<file path="src/rtl/reg_write_arbiter.sv">
// Two-requester (ALU / load unit) register-file write arbiter with round-robin
// priority, one registered write port and a per-register pending-write scoreboard.
module reg_write_arbiter #(
  parameter int WIDTH    = 32,
  parameter int NUM_REGS = 32,
  localparam int AW      = (NUM_REGS > 1) ? $clog2(NUM_REGS) : 1
) (
  input  logic                clk,
  input  logic                rst,
  input  logic                alu_valid,
  output logic                alu_ready,
  input  logic [AW-1:0]       alu_rd,
  input  logic [WIDTH-1:0]    alu_data,
  input  logic                lsu_valid,
  output logic                lsu_ready,
  input  logic [AW-1:0]       lsu_rd,
  input  logic [WIDTH-1:0]    lsu_data,
  input  logic                rsv_en,
  input  logic [AW-1:0]       rsv_rd,
  output logic [NUM_REGS-1:0] busy,
  output logic                wr_en,
  output logic [AW-1:0]       wr_addr,
  output logic [WIDTH-1:0]    wr_data
);

  logic             last_lsu_reg;
  logic             last_lsu_next;
  logic             hs_alu;
  logic             hs_lsu;
  logic             hs_any;
  logic             wr_go;
  logic [AW-1:0]    sel_rd;
  logic [WIDTH-1:0] sel_data;

  logic             wr_en_reg;
  logic [AW-1:0]    wr_addr_reg;
  logic [WIDTH-1:0] wr_data_reg;

  // Grant logic: a lone requester wins outright; under contention the side
  // that did not win the last handshake goes next.
  always_comb begin
    alu_ready = 1'b0;
    lsu_ready = 1'b0;
    if (rst) begin
      alu_ready = alu_valid && (!lsu_valid || last_lsu_reg);
      lsu_ready = lsu_valid && (!alu_valid || !last_lsu_reg);
    end
  end

  always_comb begin
    hs_alu        = alu_valid && alu_ready;
    hs_lsu        = lsu_valid && lsu_ready;
    hs_any        = hs_alu || hs_lsu;
    sel_rd        = hs_lsu ? lsu_rd : alu_rd;
    sel_data      = hs_lsu ? lsu_data : alu_data;
    last_lsu_next = hs_any ? hs_lsu : last_lsu_reg;
    // x0 handshakes complete but never reach the register file.
    wr_go         = hs_any && (sel_rd != '0);
  end

  always_ff @(posedge clk or negedge rst) begin
    if (!rst) begin
      last_lsu_reg <= 1'b1;
      wr_en_reg    <= 1'b0;
      wr_addr_reg  <= '0;
      wr_data_reg  <= '0;
    end else begin
      last_lsu_reg <= last_lsu_next;
      wr_en_reg    <= wr_go;
      if (wr_go) begin
        wr_addr_reg <= sel_rd;
        wr_data_reg <= sel_data;
      end
    end
  end

  assign wr_en   = wr_en_reg;
  assign wr_addr = wr_addr_reg;
  assign wr_data = wr_data_reg;

  // Scoreboard: bit 0 is hard-wired clear; on a same-edge set/clear the new
  // reservation wins because it describes a younger instruction.
  logic [NUM_REGS-1:0] busy_bits;
  assign busy_bits[0] = 1'b0;

  generate
    for (genvar gi = 1; gi < NUM_REGS; gi++) begin : g_busy
      logic set_hit;
      logic clr_hit;
      logic busy_reg;

      assign set_hit = rsv_en && (rsv_rd == AW'(gi));
      assign clr_hit = wr_go && (sel_rd == AW'(gi));

      always_ff @(posedge clk or negedge rst) begin
        if (!rst) begin
          busy_reg <= 1'b0;
        end else if (set_hit) begin
          busy_reg <= 1'b1;
        end else if (clr_hit) begin
          busy_reg <= 1'b0;
        end
      end

      assign busy_bits[gi] = busy_reg;
    end
  endgenerate

  assign busy = busy_bits;

endmodule

</file>
<file path="config.mk">
export PLATFORM = sky130hd
export DESIGN_NAME = reg_write_arbiter
export DESIGN_NICKNAME = d
export VERILOG_FILES = /design/src/rtl/reg_write_arbiter.sv
export SDC_FILE = /design/constraint.sdc
export NUM_CORES = 1
export LEC_CHECK = 0
export ABC_AREA = 1
export CAP_MARGIN = 20
export CORE_ASPECT_RATIO = 1.4
export CORE_MARGIN = 2
export CORE_UTILIZATION = 33
export CTS_BUF_LIST = sky130_fd_sc_hd__clkbuf_4 sky130_fd_sc_hd__clkbuf_8
export DETAILED_ROUTE_END_ITERATION = 12
export SLEW_MARGIN = 20
export SYNTH_ARGS = -nofsm -noshare
export SYNTH_HDL_FRONTEND = slang
export SYNTH_SLANG_ARGS = --single-unit
export TNS_END_PERCENT = 1
</file>
<file path="constraint.sdc">
create_clock -name clk -period 2.89 [get_ports clk]
set_input_delay 0.578 -clock clk [delete_from_list [all_inputs] [get_ports clk]]
set_output_delay 0.578 -clock clk [all_outputs]
set_load 0.01 [all_outputs]
</file>
**Word-level counts from Yosys, hierarchy flattened**

Cells that the tools add are included.

- Flip-flop bits (word level): 70
- Bits in latches: 0
- RAM bits: 0
- ROM bits: 0
- Input port bits: 84
- Logic and storage cells: 268
- Memories kept: 0

- $add $sub $neg: 0
- Multipliers: 0
- Div/mod/pow operators: 0
- $lt $le $gt $ge: 0
- Equal/unequal tests: 62
- Shift operators: 0
- Mux-type cells: 66
- Bitwise logic cells: 0
- Reductions and logical operators: 105

Operators by type and width:

| operator | count |
|---|---|
| 5-bit equality test, second input constant | 32 |
| 5-bit by 4-bit equality test with 1-bit output, second input constant | 16 |
| 1-bit logical AND | 67 |
| 1-bit 2-to-1 mux | 64 |
| 2-bit nonzero test | 31 |
| 5-bit by 3-bit equality test with 1-bit output, second input constant | 8 |
| 32-bit 2-to-1 mux | 1 |
| 5-bit by 2-bit equality test with 1-bit output, second input constant | 4 |
| 5-bit by 1-bit equality test with 1-bit output, second input constant | 2 |
| 5-bit 2-to-1 mux | 1 |
| 5-bit nonzero test | 1 |
| 1-bit logical NOT | 3 |
| 1-bit logical OR | 3 |

**Logic depth before layout (Yosys ltp)**

Gate-level depths: netlist of run 1.

- Word-level depth: 11
- Depth in mapped cells: 13

**Worst setup path after synthesis of run 1**

OpenSTA, ideal clock, no wires.

- Kind: input port to output port
- From: in alu_valid
- To: out lsu_ready
- Arrival: 1290 ps
- Slack: 1022 ps
- Cell stages on the path: 5
- Path buffers: 2
- Cells stage by stage: nand2_2 -> nand2_4 -> buf_4 -> inv_1 -> buf_2

- Word-level cells in the longest chain between the ends: 4

Ends and longest elaborated chain:

| what | RTL line | text |
|---|---|---|
| start: declaration | 10 | `input logic alu_valid,` |
| 1-bit logical NOT | 46 | `lsu_ready = lsu_valid && (!alu_valid \|\| !last_lsu_reg);` |
| 1-bit logical OR | 46 |  |
| 1-bit logical AND | 46 |  |
| 1-bit 2-to-1 mux | 44 | `if (rst) begin` |
| end: declaration | 15 | `output logic lsu_ready,` |

No other way between the ends.

**Final worst setup path of run 1**

Same ends and word-level chain as after synthesis.

==> flow_summary.json, run 1 <==
{
  "status": "completed",
  "arrival_ns": 2.02,
  "synthArstFlopShare_pct": 100.0,
  "io_buffers": 154,
  "yosys_most_used_dff": "dfrtp_1",
  "post_cts_resized": 0,
  "antenna_cells": 0,
  "placedCellCount": 808,
  "gp_congestion": 0.8394,
  "synth_top_area_cell": "dfrtp_1",
  "cts.clk_slew.worst_paths_ns": 0.07,
  "p_per_area_nw_per_um2": 574.5,
  "via_count": 3797,
  "netlist_instances": 551,
  "timing.fmax_mhz": 385.3,
  "worst_pin_slew_ns": 0.8964,
  "synth_seq_cells": 70,
  "dr.pass1.iters": 4,
  "drc": 0,
  "relSlewSlack_pct": 40.24,
  "finalSetupTns_ns": 0,
  "clock_latency_ns": 0.36,
  "grt_overflow": 0,
  "cts-root-buf": "clkbuf_8",
  "wl_per_cell_um": 14.03,
  "fin_util_pct": 47.19,
  "hold_slack_ns": 0.4748,
  "core_um2": 11700,
  "cp.required_ns": 2.31,
  "maxCapViolations": 0,
  "crit_type": "in -> out",
  "final_cells": 824,
  "synth_edf_count": 0,
  "cts_buffers": 9,
  "period_share_pct": 89.82,
  "layout_common_cells": "285 x nand2_1, 153 x clkdlybuf4s50_1, 69 x dfrtp_1",
  "ff_latch_area_um2": 1753,
  "setup_ws_ns": 0.2943,
  "finalSetupViolCount": 0,
  "cp-start-kind": "input port",
  "multi_input_area_um2": 1652,
  "nets": 756,
  "crit_path_end_kind": "primary output",
  "largest_register_ffs": 32,
  "synth_area_per_cell_um2": 7.085,
  "vias_per_cell": 4.608,
  "synth_area_um2": 3904,
  "track_usage_pct": 19.08,
  "syn_nets": 635,
  "finClkSkew_ns": 0.007022,
  "cts_buffer_depth": 2,
  "synth_area_leaders": "dfrtp_1 44%, nand2_1 27%, buf_4 7.1%",
  "crit_path_max_fanout": 11,
  "clock-sinks": 70,
  "pre_cts_slack_ns": 0.2640,
  "final_antenna_net_count": 0,
  "pin_count": 156,
  "post_cts_buffers": 0,
  "slew_viol_final": 0,
  "die_area_um2": 12730,
  "die-height_um": 132.7,
  "layout-drive-gt1-share_pct": 6.647,
  "ctsHoldBuffers": 0,
  "rsz0062_at_grt": "false",
  "grt_max_degree": 71,
  "layout_commonest_cell": "nand2_1",
  "n_fill_cell": 1131,
  "wirelength_um": 11560,
  "first_iter_violations": 197,
  "ys_types": 27,
  "yosys_warnings": 0,
  "hold_violations": 0,
  "ir_drop_v": 0.0001959,
  "antenna_found_initial": 1,
  "grt_pass1_wl_um": 18490,
  "min_path_type": "reg -> reg",
  "grt_pass1_vias": 3761,
  "syn2layout_area_growth_pct": 41.47,
  "ys_seq_area_share_pct": 44.90,
  "p_leak_uw": 0.002703,
  "die_w_um": 95.92,
  "fin_crit_ns": 2.596,
  "cts_tree": "yes",
  "h-tree-depth": 3,
  "start_util_pct": 33.36,
  "std_cell_rows": 47,
  "dp_hpwl_um": 8723,
  "yosysTopAreaCellShare_pct": 44.23
}
[path summary, 6_finish.rpt]
check / startpoint / endpoint / slack [ns] / depth (start not counted)
min in group asynchronous: rst / wr_en / 0.49 / 2
max in group asynchronous: rst / g_busy[23].busy_reg / 1.84 / 2
min reg2reg: g_busy[7].busy_reg / g_busy[7].busy_reg / 0.47 / 2
max: alu_valid / lsu_ready / 0.29 / 5
min: g_busy[7].busy_reg / g_busy[7].busy_reg / 0.47 / 2
max reg2reg: last_lsu_reg / wr_data[28] / 0.83 / 10
[stage by stage]
step | area (µm²) | power (µW)
6_report | 5523 | 3173
5_1_grt | 5523 | 3376
4_1_cts | 5523 | 3212
3_5_place_dp | 5333 | 2438
3_3_place_gp | 5333 | 2424
2_1_floorplan | 3904 | 1926
[cell families (layout without fill, tap and decap cells)]
family / after synthesis / after routing / share of synthesized area, %
AND/OR/NAND/NOR: 369 / 369 / 38.59
buffers and inverters: 86 / 212 / 12.79
flip-flops: 70 / 70 / 44.90
AO/OA/AOI/OAI: 25 / 25 / 3.621
other: 1 / 1 / 0.09606
[synthesized netlist by cell type, drive strengths merged (2+ instances only)]
| cell type | n |
|---|---|
| nor3 | 14 |
| inv | 33 |
| nor2 | 34 |
| o31ai | 2 |
| o21ai | 21 |
| nand3 | 7 |
| buf | 46 |
| clkbuf | 6 |
| nand2 | 296 |
| nand4 | 15 |
| nand3b | 2 |
| dfrtp | 69 |
[critical path, cell delays in order]
cell	delay (ns)
clkdlybuf4s50_1	0.44
nand2_2	0.20
nand2_4	0.12
inv_1	0.09
clkdlybuf4s50_1	0.58
[metal layers]
layer	wire length [µm]	global-route usage (%)	vias up	share of wire, %
li1	-	-	1902	-
met1	4547	21.75	1730	39
met2	5828	31.86	138	50
met3	774	4.841	27	6.7
met4	411	10.63	0	3.6
met5	0	0	-	0
[where the power goes]
part / switching [µW] / total (µW) / internal, µW
Clock: 378 / 767 / 389
Combinational: 504 / 1090 / 583
Sequential: 128 / 1320 / 1190
Total: 1010 / 3170 / 2160
[final cells by class]
type	count	share of cell area, %
Timing Repair Buffer	162	29.13
Sequential cell	70	31.74
Multi-Input combinational cell	395	29.90
Clock inverter	3	0.3172
Tap cell	147	3.330
Inverter	34	2.447
Clock buffer	13	3.126
Note: power is estimated with default switching activity, not from simulation.
==> run 2, diff against run 1 <==
ABC_AREA = not set   (was 1)
HOLD_SLACK_MARGIN = 0.02   (was not set)
==> flow_summary.json, run 2 <==
{
  "relSlewSlack_pct": 57.50,
  "critPathCapture": "lsu_ready",
  "synth_area_leaders": "dfrtp_1 44%, mux2_2 19%, buf_4 6.2%",
  "final_antenna_net_count": 0,
  "nets": 594,
  "cts_buffers": 9,
  "post_cts_buffers": 0,
  "startpoint": "lsu_valid",
  "finClkSkew_ns": 0.005815,
  "p_leak_uw": 0.002496,
  "dr.pass1.iters": 4,
  "yosys_warnings": 0,
  "start_util_pct": 33.73,
  "finalSetupViolCount": 0,
  "vias_per_cell": 5.071,
  "synthArstFlopShare_pct": 100.0,
  "crit_chain": "clkdlybuf4s50_1, a21boi_2, nand2_4, inv_1, clkdlybuf4s50_1",
  "worst_path_max_delay_cell": "clkdlybuf4s50_1",
  "ctsHoldBuffers": 0,
  "crit_path_max_fanout": 5,
  "reg2reg_depth": 6,
  "h-tree-depth": 3,
  "placedCellCount": 646,
  "max_stage_delay_ns": 0.55,
  "die_w_um": 96.67,
  "cts_buffer_depth": 2,
  "rrSetupSlack_ns": 0.72,
  "synth_seq_cells": 70,
  "path_common_cell": "clkdlybuf4s50_1",
  "grt_overflow": 0,
  "regToRegEndpoint": "wr_data[7]",
  "synth_area_um2": 3968,
  "rsz0062_at_grt": "false",
  "dp_hpwl_um": 8537,
  "largest_register_ffs": 32,
  "syn_nets": 445,
  "synth_area_per_cell_um2": 10.99,
  "layout_common_cells": "153 x clkdlybuf4s50_1, 69 x dfrtp_1, 67 x mux2_2",
  "grt_max_degree": 52,
  "final_cells": 662,
  "maxCapViolations": 0,
  "crit_type": "in -> out",
  "finalSetupTns_ns": 0,
  "synth_edf_count": 0,
  "synth.most_common_cell": "dfrtp_1",
  "layout_commonest_cell": "clkdlybuf4s50_1",
  "layout-drive-gt1-share_pct": 23.88,
  "core_um2": 11760,
  "wl_per_cell_um": 16.65,
  "synth_common_cells": "69 x dfrtp_1, 67 x mux2_2, 34 x inv_1",
  "ys_seq_area_share_pct": 44.18,
  "hold_violations": 0,
  "yosys_most_used_dff": "dfrtp_1",
  "crit_path_end_kind": "primary output",
  "fin_crit_ns": 2.677,
  "yosysTopAreaCellShare_pct": 43.52,
  "cts_tree": "yes",
  "cp-start-kind": "input port",
  "timing.fmax_mhz": 373.5,
  "wirelength_um": 11020,
  "multi_input_area_um2": 1755,
  "clock-sinks": 70,
  "netlist_instances": 361,
  "slew_viol_final": 0,
  "first_iter_violations": 182,
  "ff_latch_area_um2": 1753,
  "grt_pass1_wl_um": 17620,
  "die_area_um2": 12930,
  "io_buffers": 154,
  "track_usage_pct": 17.03,
  "drc": 0,
  "r2r_start": "last_lsu_reg",
  "synth_top_area_cell": "dfrtp_1",
  "grt_pass1_vias": 3393,
  "antenna_cells": 0,
  "std_cell_rows": 47,
  "n_fill_cell": 1096,
  "cts.clk_slew.worst_paths_ns": 0.08,
  "antenna_found_initial": 0,
  "clock_latency_ns": 0.35,
  "cp.required_ns": 2.31,
  "cts-root-buf": "clkbuf_8",
  "via_count": 3357,
  "post_cts_resized": 0,
  "ir_drop_v": 0.0002647,
  "status": "completed",
  "pin_count": 156,
  "die-height_um": 133.7,
  "period_share_pct": 92.65,
  "gp_congestion": 0.8393,
  "min_path_type": "in -> async",
  "p_per_area_nw_per_um2": 475.4,
  "fin_total_pwr_uw": 2761,
  "ys_types": 41,
  "worst_pin_slew_ns": 0.6374,
  "arrival_ns": 2.10,
  "syn2layout_area_growth_pct": 46.36
}
[run 2: cell types whose count changed after synthesis, sizes merged, moves of 12 or more]
cell	previous run	this run
nand2	296	3
nand3	7	25
o221ai	0	24
nor2	34	4
mux2	0	72
nand4	15	3
[run 2: worst min-delay path by stage]
stage                                     end  slack [ns]  cells after the start
after floorplan           g_busy[10].busy_reg        0.28                      0
after global placement            wr_data[11]        0.47                      1
after detailed placement          wr_data[11]        0.48                      1
after CTS                        last_lsu_reg        0.29                      1
after global routing             last_lsu_reg        0.31                      1
final                            last_lsu_reg        0.31                      1
[run 2: per-stage QoR]
step	setup WS, ns	utilization [%]	hold slack (ns)	cell area (µm²)
final	0.2125	49.37	0.3094	5807
after floorplan	0.7926	-	0.2824	3968
after detailed placement	0.1090	47.61	0.4751	5599
after global placement	0.1778	47.61	0.4677	5599
after CTS	0.1957	49.37	0.2874	5807
after global routing	0.1136	49.37	0.3071	5807
[run 2: layout make-up]
type                            count  area share [%]
Tap cell                          147           3.167
Multi-Input combinational cell    209           30.23
Clock inverter                      6           1.207
Sequential cell                    70           30.19
Inverter                           34           2.198
Clock buffer                       10           2.370
Timing Repair Buffer              186           30.64
[run 2: logic make-up after synthesis]
logic type	Yosys count	synth area share, %
mux	72	20.44
simple gates	68	10.41
flops	70	44.18
compound gates	68	13.31
other cells	1	0.09452
buf+inv	82	11.57
[run 2: power by group]
group	total (µW)	internal [µW]	switching, µW	leakage [µW]
Clock	821	426	395	0.0000951
Sequential	1160	1090	63.0	0.000731
Combinational	784	474	310	0.00167
Total	2760	1990	768	0.00250
[run 2: critical path, delay by kind of cell]
kind            cells  cell delay [ns]
simple gates        1             0.08
buf+inv             3             1.13
compound gates      1             0.32
[run 2: per-layer routing]
layer  track usage (%)  share of wire, %  wire length [µm]  vias up
li1                  -                 -                 -     1601
met1             19.80                39              4315     1621
met2             29.32                52              5676      121
met3             5.981               7.4               820       14
met4             5.556               1.9               206        0
met5                 0                 0                 0        -
==> run 3, diff against run 2 <==
CAP_MARGIN = not set   (was 20)
SETUP_SLACK_MARGIN = 0.05   (was not set)
==> results of run 3 <==
No change in the layout: final DEF, timing and power equal those of run 2.
==> RTL edit: new RTL, config.mk and constraints of run 2 <==
Set the parameter `WIDTH` to 48 (it was 32).
--- a/src/rtl/reg_write_arbiter.sv
+++ b/src/rtl/reg_write_arbiter.sv
@@ -1,7 +1,7 @@
 // Two-requester (ALU / load unit) register-file write arbiter with round-robin
 // priority, one registered write port and a per-register pending-write scoreboard.
 module reg_write_arbiter #(
-  parameter int WIDTH    = 32,
+  parameter int WIDTH    = 48,
   parameter int NUM_REGS = 32,
   localparam int AW      = (NUM_REGS > 1) ? $clog2(NUM_REGS) : 1
 ) (
Interface: changed (resized alu_data, lsu_data and wr_data); port bits go from 156 to 204. The function was not compared with the original's and may differ.
==> RTL edit against run 2 <==
- worst setup slack got worse by 21 ps
- cell area rose by 22%
- power rose by 18%
- largest cell class unchanged
- combinational power rose by 34%
- synthesized cell count rose by 15%
- area after synthesis rose by 19%
- non-clock buffer count rose by 48
- sequential cell count rose by 16
- final cell count rose by 20%
- clock skew barely moved
- fmax fell by 0.78%
- routed wire length rose by 26%
==> RTL edit: results (changes against run 2) <==
stage	metric	value	unit	change
synth	Net Count, Synth	530		was 445
hold_path	Hold Crit Class	in2async		unchanged
route	DR iter-0 viols	103		was 182
global_route	vias in the first global route	4248		was 3393
setup_path	RR Startpoint	last_lsu_reg$_DFFE_PN1P_		unchanged
route	vias	4051		was 3357
setup_path	Critical path origin	lsu_valid		unchanged
layout	Post-Layout Cell Count	797		was 662
synth	Synth Instances	414		was 361
placed_design	HPWL Detailed	10900	µm	was 8540 µm
global_route	first-pass GRT wire length	22300	µm	was 17600 µm
global_route	pin count of the biggest net entering global routing	53		was 52
layout	end-of-flow core utilization	50.8	%	was 49.4%
power_and_ir_drop	worst vdd ir	0.284	mV	was 0.265 mV
cts	root buffer cell	clkbuf_8		unchanged
placed_design	dpl cell area	6920	µm²	was 5600 µm²
power_and_ir_drop	NetSw	941	µW	was 768 µW
placed_design	Cells after DPL	781		was 646
timing	clk_skew	5.33	ps	was 5.82 ps
run_status	outcome	finished, final reports clean		unchanged
synth	top cells by area, synth	dfrtp_1, mux2_2, buf_4, mux2_1, o221ai_1		was dfrtp_1, mux2_2, buf_4, o221ai_1, inv_1
placed_design	gp weighted congestion	0.917		was 0.839
route	wire per inst	17.4	µm	was 16.6 µm
cts	CTS clk-pin slew, worst paths	90	ps	
setup_path	slowest stage delay, CP	570	ps	was 550 ps
layout	ant diodes	0		unchanged
synth	asr flop ratio synth	100	%	unchanged
global_route	total congestion overflow	0		unchanged
cts	post_cts resized	0		unchanged
cts	H-tree levels	3		unchanged
power_and_ir_drop	P_leak	3.00	nW	was 2.50 nW
cts	clk_lat worst skew	360	ps	
layout	number of fill cells	1267		was 1096
route	drt first pass iters	7		was 4
global_route	antenna violations before repair	0		unchanged
synth	synth unique cells	38		was 41
setup_path	CP max-delay cell	clkdlybuf4s50_1		unchanged
cts	total CTS buffers	9		unchanged
timing	Worst slew margin	57.5	%	about the same
cts	clock buffer depth	2		unchanged
synth	sequential area share after synthesis	45.6	%	was 44.2%
cts	post-CTS setup buffer count	0		unchanged
synth	top post-synthesis cells by count	dfrtp_1, mux2_2, inv_1		unchanged
placed_design	PortBufs	202		was 154
layout	# nets final	723		was 594
global_route	Total Routing Usage GR	18.5	%	was 17.0%
layout	max reg flops	48		was 32
job	Max Cap Violations	0		unchanged
layout	fraction of layout cells with a size suffix above 1	22.5	%	was 23.9%
==> RTL edit: changes by cell type after synthesis, moves of 2 or more <==
cell / before / now
buf_2: 4 / 12
buf_1: 2 / 0
dfrtp_1: 69 / 85
mux2_2: 67 / 82
buf_6: 3 / 0
mux2_1: 5 / 22
==> RTL edit: critical path: cells and delay by family <==
kind	cells	cell delay, ps
buf+inv	3	1190
compound gates	1	240
simple gates	1	110
==> RTL edit: power groups by stage <==
stage | Combinational (mW) | Sequential (mW) | Clock (mW)
2_1_floorplan | 0.364 | 1.52 | 0
5_1_grt | 1.12 | 1.46 | 0.868
4_1_cts | 1.06 | 1.44 | 0.815
3_5_place_dp | 1.06 | 1.46 | 0
6_report | 1.05 | 1.44 | 0.781
3_3_place_gp | 1.05 | 1.46 | 0
==> RTL edit: kinds of logic (layout without fill, tap and decap cells) <==
logic type / Yosys count / count (layout) / synth area share (%)
AO/OA/AOI/OAI: 68 / 68 / 11.2
buffers and inverters: 86 / 284 / 9.77
flip-flops: 86 / 86 / 45.6
multiplexers: 104 / 104 / 24.8
other: 1 / 1 / 0.0794
AND/OR/NAND/NOR: 69 / 69 / 8.58
==> RTL edit: final timing paths <==
kind / to / slack (ps) / cells after the start
setup / recovery: lsu_ready / 190 / 5
hold / removal: wr_addr[0]$_DFFE_PN0P_ / 80 / 1
setup reg to reg: wr_data[1]$_DFFE_PN0P_ / 740 / 6
hold reg to reg: wr_data[19]$_DFFE_PN0P_ / 490 / 1
max in group asynchronous: wr_data[37]$_DFFE_PN0P_ / 1880 / 2
min in group clk: wr_data[19]$_DFFE_PN0P_ / 490 / 1
==> RTL edit: routing by layer <==
metal	part of all wire [%]	track usage, %	vias to the layer above
met4	2.1	8.00	0
met1	37	20.4	1980
met5	0	0	-
met3	6.7	4.16	19
met2	54	33.7	173
li1	-	-	1879
==> RTL edit: metrics by stage <==
stage / power (mW) / hold slack, ps / setup WS (ps)
5_1_grt: 3.45 / 73.4 / 98.1
4_1_cts: 3.32 / 68.7 / 167
2_1_floorplan: 1.89 / 282 / 828
6_report: 3.27 / 82.9 / 192
3_3_place_gp: 2.51 / 467 / 121
3_5_place_dp: 2.52 / 477 / 64.4
==> RTL edit: cell type report <==
| cell class | instances | area share, % |
|---|---|---|
| Clock buffer | 11 | 1.96 |
| Clock inverter | 5 | 0.512 |
| Inverter | 34 | 1.80 |
| Multi-Input combinational cell | 242 | 29.7 |
| Sequential cell | 86 | 30.4 |
| Tap cell | 185 | 3.26 |
| Timing Repair Buffer | 234 | 32.4 |
